--- src/rtl/s1c88_bus_ctrl.sv ---
// s1c88_bus_ctrl: byte-serial read/write burst and exception-vector fetch sequencer for the S1C88 core.
// Build option S1C88_BUS_WAIT_EN adds a bus_wait input that stretches T2 of any bus cycle.
//
// state   | meaning
// RST_DLY | RESET_DELAY idle bus cycles after reset, address all-ones
// IDLE    | phase counter parked; arbitrate exceptions, else accept a request
// XFER    | read/write burst, one four-phase bus cycle per byte
// VEC     | two-byte vector fetch (low byte, then high byte)
module s1c88_bus_ctrl #(
  parameter int ADDR_WIDTH  = 24,
  parameter int MAX_BURST   = 4,
  parameter int VECTOR_BASE = 0,
  parameter int RESET_DELAY = 2,
  localparam int LEN_W      = (MAX_BURST > 1) ? $clog2(MAX_BURST) : 1
) (
  input  logic                    clk,
  input  logic                    reset,
  input  logic                    req_valid,
  output logic                    req_ready,
  input  logic                    req_write,
  input  logic                    req_sync,
  input  logic [ADDR_WIDTH-1:0]   req_addr,
  input  logic [LEN_W-1:0]        req_len,
  input  logic [8*MAX_BURST-1:0]  req_wdata,
  output logic                    rsp_valid,
  output logic [8*MAX_BURST-1:0]  rsp_rdata,
  input  logic [4:0]              exc_req,
  output logic                    exc_ack,
  output logic [2:0]              exc_type,
  output logic [15:0]             vec_pc,
`ifdef S1C88_BUS_WAIT_EN
  input  logic                    bus_wait,
`endif
  input  logic [7:0]              data_in,
  output logic [7:0]              data_out,
  output logic [ADDR_WIDTH-1:0]   address_out,
  output logic [1:0]              bus_status,
  output logic                    read,
  output logic                    write,
  output logic                    sync,
  output logic                    iack,
  output logic                    pk,
  output logic                    pl
);

  typedef enum logic [1:0] {RST_DLY, IDLE, XFER, VEC} state_t;

  localparam logic [1:0] BS_IDLE = 2'd0;
  localparam logic [1:0] BS_IRQ  = 2'd1;
  localparam logic [1:0] BS_WR   = 2'd2;
  localparam logic [1:0] BS_RD   = 2'd3;
  localparam int DLY_W = (RESET_DELAY > 1) ? $clog2(RESET_DELAY + 1) : 1;

  state_t                   state, state_nxt;
  logic [1:0]               ph;
  logic [DLY_W-1:0]         dly_cnt;
  logic [LEN_W-1:0]         byte_idx, idx_nxt, len_q;
  logic                     wr_q;
  logic [8*MAX_BURST-1:0]   wbuf;
  logic [7:0]               wbyte_nxt;
  logic [1:0]               holdoff;
  logic [2:0]               vec_type;
  logic                     accept, vec_start;
  logic                     stall, mid, dly_done, exc_live;

  function automatic logic [ADDR_WIDTH-1:0] vec_addr(input logic [2:0] t);
    return ADDR_WIDTH'(VECTOR_BASE) + ADDR_WIDTH'({t, 1'b0});
  endfunction

`ifdef S1C88_BUS_WAIT_EN
  assign stall = bus_wait && (ph == 2'd2) && ((state == XFER) || (state == VEC));
`else
  assign stall = 1'b0;
`endif

  assign mid      = (ph == 2'd1) || (ph == 2'd2);
  assign dly_done = (dly_cnt <= DLY_W'(1));
  // After an ack the source gets two clocks to drop its level before it can win again.
  assign exc_live = (exc_req != 5'd0) && (holdoff == 2'd0);
  assign idx_nxt  = byte_idx + LEN_W'(1);
  assign pk       = ph[0];
  assign pl       = ph[1];

  always_comb begin
    vec_type = 3'd5;
    if (exc_req[4])      vec_type = 3'd1;
    else if (exc_req[3]) vec_type = 3'd2;
    else if (exc_req[2]) vec_type = 3'd3;
    else if (exc_req[1]) vec_type = 3'd4;
  end

  always_comb begin
    wbyte_nxt = 8'hFF;
    for (int b = 0; b < MAX_BURST; b++) begin
      if (LEN_W'(b) == idx_nxt) wbyte_nxt = wbuf[8*b +: 8];
    end
  end

  always_comb begin
    state_nxt = state;
    accept    = 1'b0;
    vec_start = 1'b0;
    req_ready = 1'b0;
    read      = 1'b0;
    write     = 1'b0;
    iack      = 1'b0;
    case (state)
      RST_DLY: begin
        if ((ph == 2'd3) && dly_done) state_nxt = VEC;
      end
      IDLE: begin
        req_ready = (exc_req == 5'd0);
        if (exc_live) begin
          vec_start = 1'b1;
          state_nxt = VEC;
        end else if (req_valid && req_ready) begin
          accept    = 1'b1;
          state_nxt = XFER;
        end
      end
      XFER: begin
        read  = mid && !wr_q;
        write = mid && wr_q;
        if ((ph == 2'd3) && (byte_idx == len_q)) state_nxt = IDLE;
      end
      VEC: begin
        read = mid;
        iack = (exc_type != 3'd0);
        if ((ph == 2'd3) && (byte_idx != '0)) state_nxt = IDLE;
      end
      default: state_nxt = RST_DLY;
    endcase
  end

  always_ff @(posedge clk) begin
    if (reset) begin
      state       <= RST_DLY;
      ph          <= 2'd0;
      dly_cnt     <= DLY_W'(RESET_DELAY);
      byte_idx    <= '0;
      len_q       <= '0;
      wr_q        <= 1'b0;
      wbuf        <= '0;
      holdoff     <= 2'd0;
      address_out <= '1;
      data_out    <= 8'hFF;
      bus_status  <= BS_IDLE;
      sync        <= 1'b0;
      rsp_valid   <= 1'b0;
      rsp_rdata   <= '0;
      exc_ack     <= 1'b0;
      exc_type    <= 3'd0;
      vec_pc      <= 16'h0000;
    end else begin
      state     <= state_nxt;
      rsp_valid <= 1'b0;
      exc_ack   <= 1'b0;
      if (holdoff != 2'd0) holdoff <= holdoff - 2'd1;
      if ((state != IDLE) && !stall) ph <= ph + 2'd1;

      case (state)
        RST_DLY: begin
          if (ph == 2'd3) begin
            if (dly_cnt != '0) dly_cnt <= dly_cnt - 1'b1;
            if (dly_done) begin
              exc_type    <= 3'd0;
              byte_idx    <= '0;
              address_out <= vec_addr(3'd0);
              bus_status  <= BS_RD;
            end
          end
        end
        IDLE: begin
          if (vec_start) begin
            exc_type    <= vec_type;
            byte_idx    <= '0;
            address_out <= vec_addr(vec_type);
            bus_status  <= BS_IRQ;
            sync        <= 1'b0;
            data_out    <= 8'hFF;
          end else if (accept) begin
            len_q       <= req_len;
            wr_q        <= req_write;
            wbuf        <= req_wdata;
            byte_idx    <= '0;
            address_out <= req_addr;
            bus_status  <= req_write ? BS_WR : BS_RD;
            sync        <= req_sync;
            data_out    <= req_write ? req_wdata[7:0] : 8'hFF;
            rsp_rdata   <= '0;
          end
        end
        XFER: begin
          if ((ph == 2'd2) && !stall && !wr_q) begin
            for (int b = 0; b < MAX_BURST; b++) begin
              if (LEN_W'(b) == byte_idx) rsp_rdata[8*b +: 8] <= data_in;
            end
          end
          if (ph == 2'd3) begin
            sync <= 1'b0;
            if (byte_idx == len_q) begin
              rsp_valid  <= 1'b1;
              bus_status <= BS_IDLE;
            end else begin
              byte_idx    <= idx_nxt;
              address_out <= address_out + 1'b1;
              if (wr_q) data_out <= wbyte_nxt;
            end
          end
        end
        VEC: begin
          if ((ph == 2'd2) && !stall) begin
            if (byte_idx == '0) vec_pc[7:0]  <= data_in;
            else                vec_pc[15:8] <= data_in;
          end
          if (ph == 2'd3) begin
            if (byte_idx == '0) begin
              byte_idx    <= LEN_W'(1);
              address_out <= address_out + 1'b1;
            end else begin
              exc_ack    <= 1'b1;
              holdoff    <= 2'd2;
              bus_status <= BS_IDLE;
            end
          end
        end
        default: ;
      endcase
    end
  end

endmodule
--- config.mk ---
export PLATFORM = sky130hd
export DESIGN_NAME = s1c88_bus_ctrl
export DESIGN_NICKNAME = d
export VERILOG_FILES = /design/src/rtl/s1c88_bus_ctrl.sv
export SDC_FILE = /design/constraint.sdc
export NUM_CORES = 1
export LEC_CHECK = 0
export ABC_AREA = 1
export BUFFER_PORTS_ARGS = -buffer_cell sky130_fd_sc_hd__buf_4
export CORE_UTILIZATION = 53
export DETAILED_ROUTE_END_ITERATION = 12
export PLACE_DENSITY = 0.88
export SYNTH_ARGS = -nofsm -noshare
export SYNTH_HDL_FRONTEND = slang
export SYNTH_SLANG_ARGS = --single-unit
--- constraint.sdc ---
create_clock -name clk -period 1.9 [get_ports clk]
set_input_delay 0.475 -clock clk [delete_from_list [all_inputs] [get_ports clk]]
set_output_delay 0.475 -clock clk [all_outputs]
set_load 0.02 [all_outputs]
==> flow_summary.json <==
{
  "synth_top_area_frac": 0.4039,
  "design_power_total_mw": 14.99,
  "cp-start-kind": "flop",
  "antenna_found_initial": 0,
  "layout.cells.non_filler": 1366,
  "synth_compound_area_frac": 0.1581,
  "syn_to_final_growth_pct": 40.14,
  "cp_max_fo": 4,
  "required_ps": 1420,
  "final-setup-viol-count": 17,
  "power_density_nw_per_um2": 1623,
  "synth_cell_types": 35,
  "violations": "negative setup slack",
  "initial_utilization": 0.5466,
  "arrival_ps": 1500,
  "rsz0062_at_grt": "true",
  "place_hpwl_mm": 13.94,
  "drtIter0Drc": 941,
  "mostFrequentLayoutCells": "269 x nand2_1, 217 x buf_4, 128 x dfxtp_1",
  "avgViaCountPerCell": 5.703,
  "p_int_mw": 8.240,
  "grt-ovfl-total": 0,
  "switchingPower_mw": 6.755,
  "min_path_type": "primary input to flop",
  "ys_seq_area_frac": 0.4039,
  "drc_errors": 0,
  "grt_pass1_vias": 6867,
  "fp.coreArea_um2": 12060,
  "swShare": 0.4505,
  "critPathSlowestCell": "dfxtp_4",
  "peakVddDrop_uv": 842.6,
  "mostFrequentLayoutCell": "nand2_1",
  "slew_headroom": 0.6637,
  "nets": 1277,
  "vias": 7790,
  "dieArea_um2": 12890,
  "synth_top_family_by_area": "simple AND/OR/NAND/NOR gates",
  "ios": 170,
  "syn_nets": 1076,
  "path_cells": "ha_2, inv_2, a31oi_1, buf_4",
  "dr.pass1.iters": 6,
  "synth.mux.area_fraction": 0,
  "cts_sinks": 133,
  "wl_per_cell_um": 16.36,
  "fmax_mhz": 505.8,
  "io_buffers": 169,
  "synthXorXnorAreaFrac": 0.002657,
  "worstSetupEndpointType": "output port",
  "pwr-share-clk": 0.206,
  "dpl.cell_count": 1319,
  "netlist_instances": 985,
  "pwr-share-seq": 0.257,
  "tightest_slew_ps": 502.6,
  "synth_area_um2": 6593,
  "wl_mm": 22.34,
  "min_period_ps": 1977,
  "ant_nets": 0,
  "clk_pin_slew_worst_paths_ps": 60,
  "diodes": 0,
  "cts_buffers": 17,
  "status": "finished with violations",
  "cpPeakStageDelay_ps": 390,
  "yosys_warnings": 0,
  "worst_slack_ps": -77.06,
  "root_buffer": "clkbuf_16",
  "final.period_utilization": 1.041,
  "finClkSkew_ps": 6.711,
  "drv_cap": 0,
  "yosysTopAreaCell": "dfxtp_1",
  "synthAdderAreaFrac": 0.02847,
  "die_w_um": 113.5,
  "grt_first_pass_wirelength_mm": 32.97,
  "final_layout_size_suffix_gt1_frac": 0.2679,
  "cts_max_path_buffers": 2,
  "timing.final.max_slew_violations": 0,
  "die_y_um": 113.5,
  "clk_latency_ps": 420,
  "hold_violations": 0,
  "place_congestion": 0.9072,
  "cts_max_level": 4,
  "synth-seq-cells": 133,
  "rows": 40,
  "leakage_nw": 4.310,
  "grt_max_degree": 71,
  "avgSynthCellArea_um2": 6.693,
  "combinationalPowerShare": 0.537,
  "path_class": "flop to output port",
  "synth.top_cells.by_area": "dfxtp_1 40%, nand2_1 16%, a21oi_1 8.0%, nor2_1 6.4%, nand3_1 5.6%",
  "grt_usage": 0.3218,
  "cts_tree": "built",
  "synth-simple-area-share": 0.3357
}
-- cells in the mapped netlist, drive strengths merged --
| cell type | instances |
|---|---|
| nand3 | 76 |
| nor3b | 1 |
| inv | 68 |
| a21o | 8 |
| o21bai | 3 |
| or2 | 2 |
| nand4 | 38 |
| nor2 | 119 |
| a21oi | 107 |
| o21a | 1 |
| a31oi | 1 |
| nor3 | 6 |
| ha | 15 |
| o21ai | 79 |
| buf | 20 |
| dfxtp | 133 |
| nand2 | 275 |
| clkinv | 2 |
| xnor2 | 2 |
| a21boi | 1 |
| and2 | 1 |
| clkbuf | 27 |
-- cells by family (layout without fill, tap and decap cells) --
logic type	after synthesis	after routing
XOR/XNOR	2	2
buffers and inverters	117	329
flip-flops	133	133
AND/OR/NAND/NOR	518	519
AO/OA/AOI/OAI	200	200
adder cells (fa/ha/maj)	15	15
-- state kept, by name (all words and copies together), names as in the netlist --
register,count
address_out,24
bus_status,2
rsp_valid,1
data_out,8
rsp_rdata,32
len_q,2
wbuf,32
holdoff,2
ph,2
byte_idx,2
wr_q,1
dly_cnt,2
vec_pc,16
exc_ack,1
state,2
exc_type,3
sync,1
-- power groups by stage --
stage / Sequential, mW / Combinational (mW) / Clock [mW]
detailed placement: 3.78 / 6.60 / 0
CTS: 3.76 / 6.90 / 3.10
global placement: 3.78 / 6.45 / 0
floorplan: 4.17 / 3.93 / 0
finish: 3.86 / 8.05 / 3.09
global route: 3.89 / 8.63 / 3.23
-- final cells by class --
class	count	area, µm²
Multi-Input combinational cell	736	3722
Fill cell	844	2823
Sequential cell	133	2674
Timing Repair Buffer	228	1815
Clock buffer	28	506.7
Inverter	70	267.8
Tap cell	168	210.2
Clock inverter	3	42.54
-- metal layers --
layer  wire length (µm)  vias up  GRT usage
met2              10290      506     0.5110
met3               2175      118    0.07545
met5                  0        -          0
met1               8751     3520     0.4042
li1                   -     3646          -
met4               1128        0     0.1772
-- path summary, 6_finish.rpt --
path                 startpoint  cells after the start              end  slack [ps]
hold / removal    req_wdata[17]                      3         wbuf[17]         280
hold reg to reg      holdoff[0]                      1       holdoff[0]         450
setup reg to reg       state[0]                     12  address_out[18]         -60
setup / recovery       state[1]                      4             iack         -80
-- worst max-delay path, delay by kind of cell, from the launching register on --
family | cells | cell delay [ps]
flops | 1 | 390
buf+inv | 2 | 260
fa+ha+maj | 1 | 240
compound gates | 1 | 180
-- repair_timing --
item,CTS,global route
setup buffers,4,9
hold buffers,0,0
gates cloned,0,3
pin swaps,3,14
endpoints found under the setup margin,14,48
gates resized for setup,24,48
-- stage by stage --
step	TNS (ps)	setup WS [ps]	area (µm²)	hold WS, ps	utilization
2_1_floorplan	0	48.61	6593	422.1	-
3_3_place_gp	-7.969	-6.441	8245	429.9	0.6836
3_5_place_dp	-2144	-138.9	8245	442.7	0.6836
4_1_cts	-80.62	-30.60	8915	273.6	0.7391
5_1_grt	-2665	-136.0	9239	294.8	0.7660
6_report	-456.1	-77.06	9239	281.4	0.7660
Note: power is estimated with default switching activity, not from simulation.
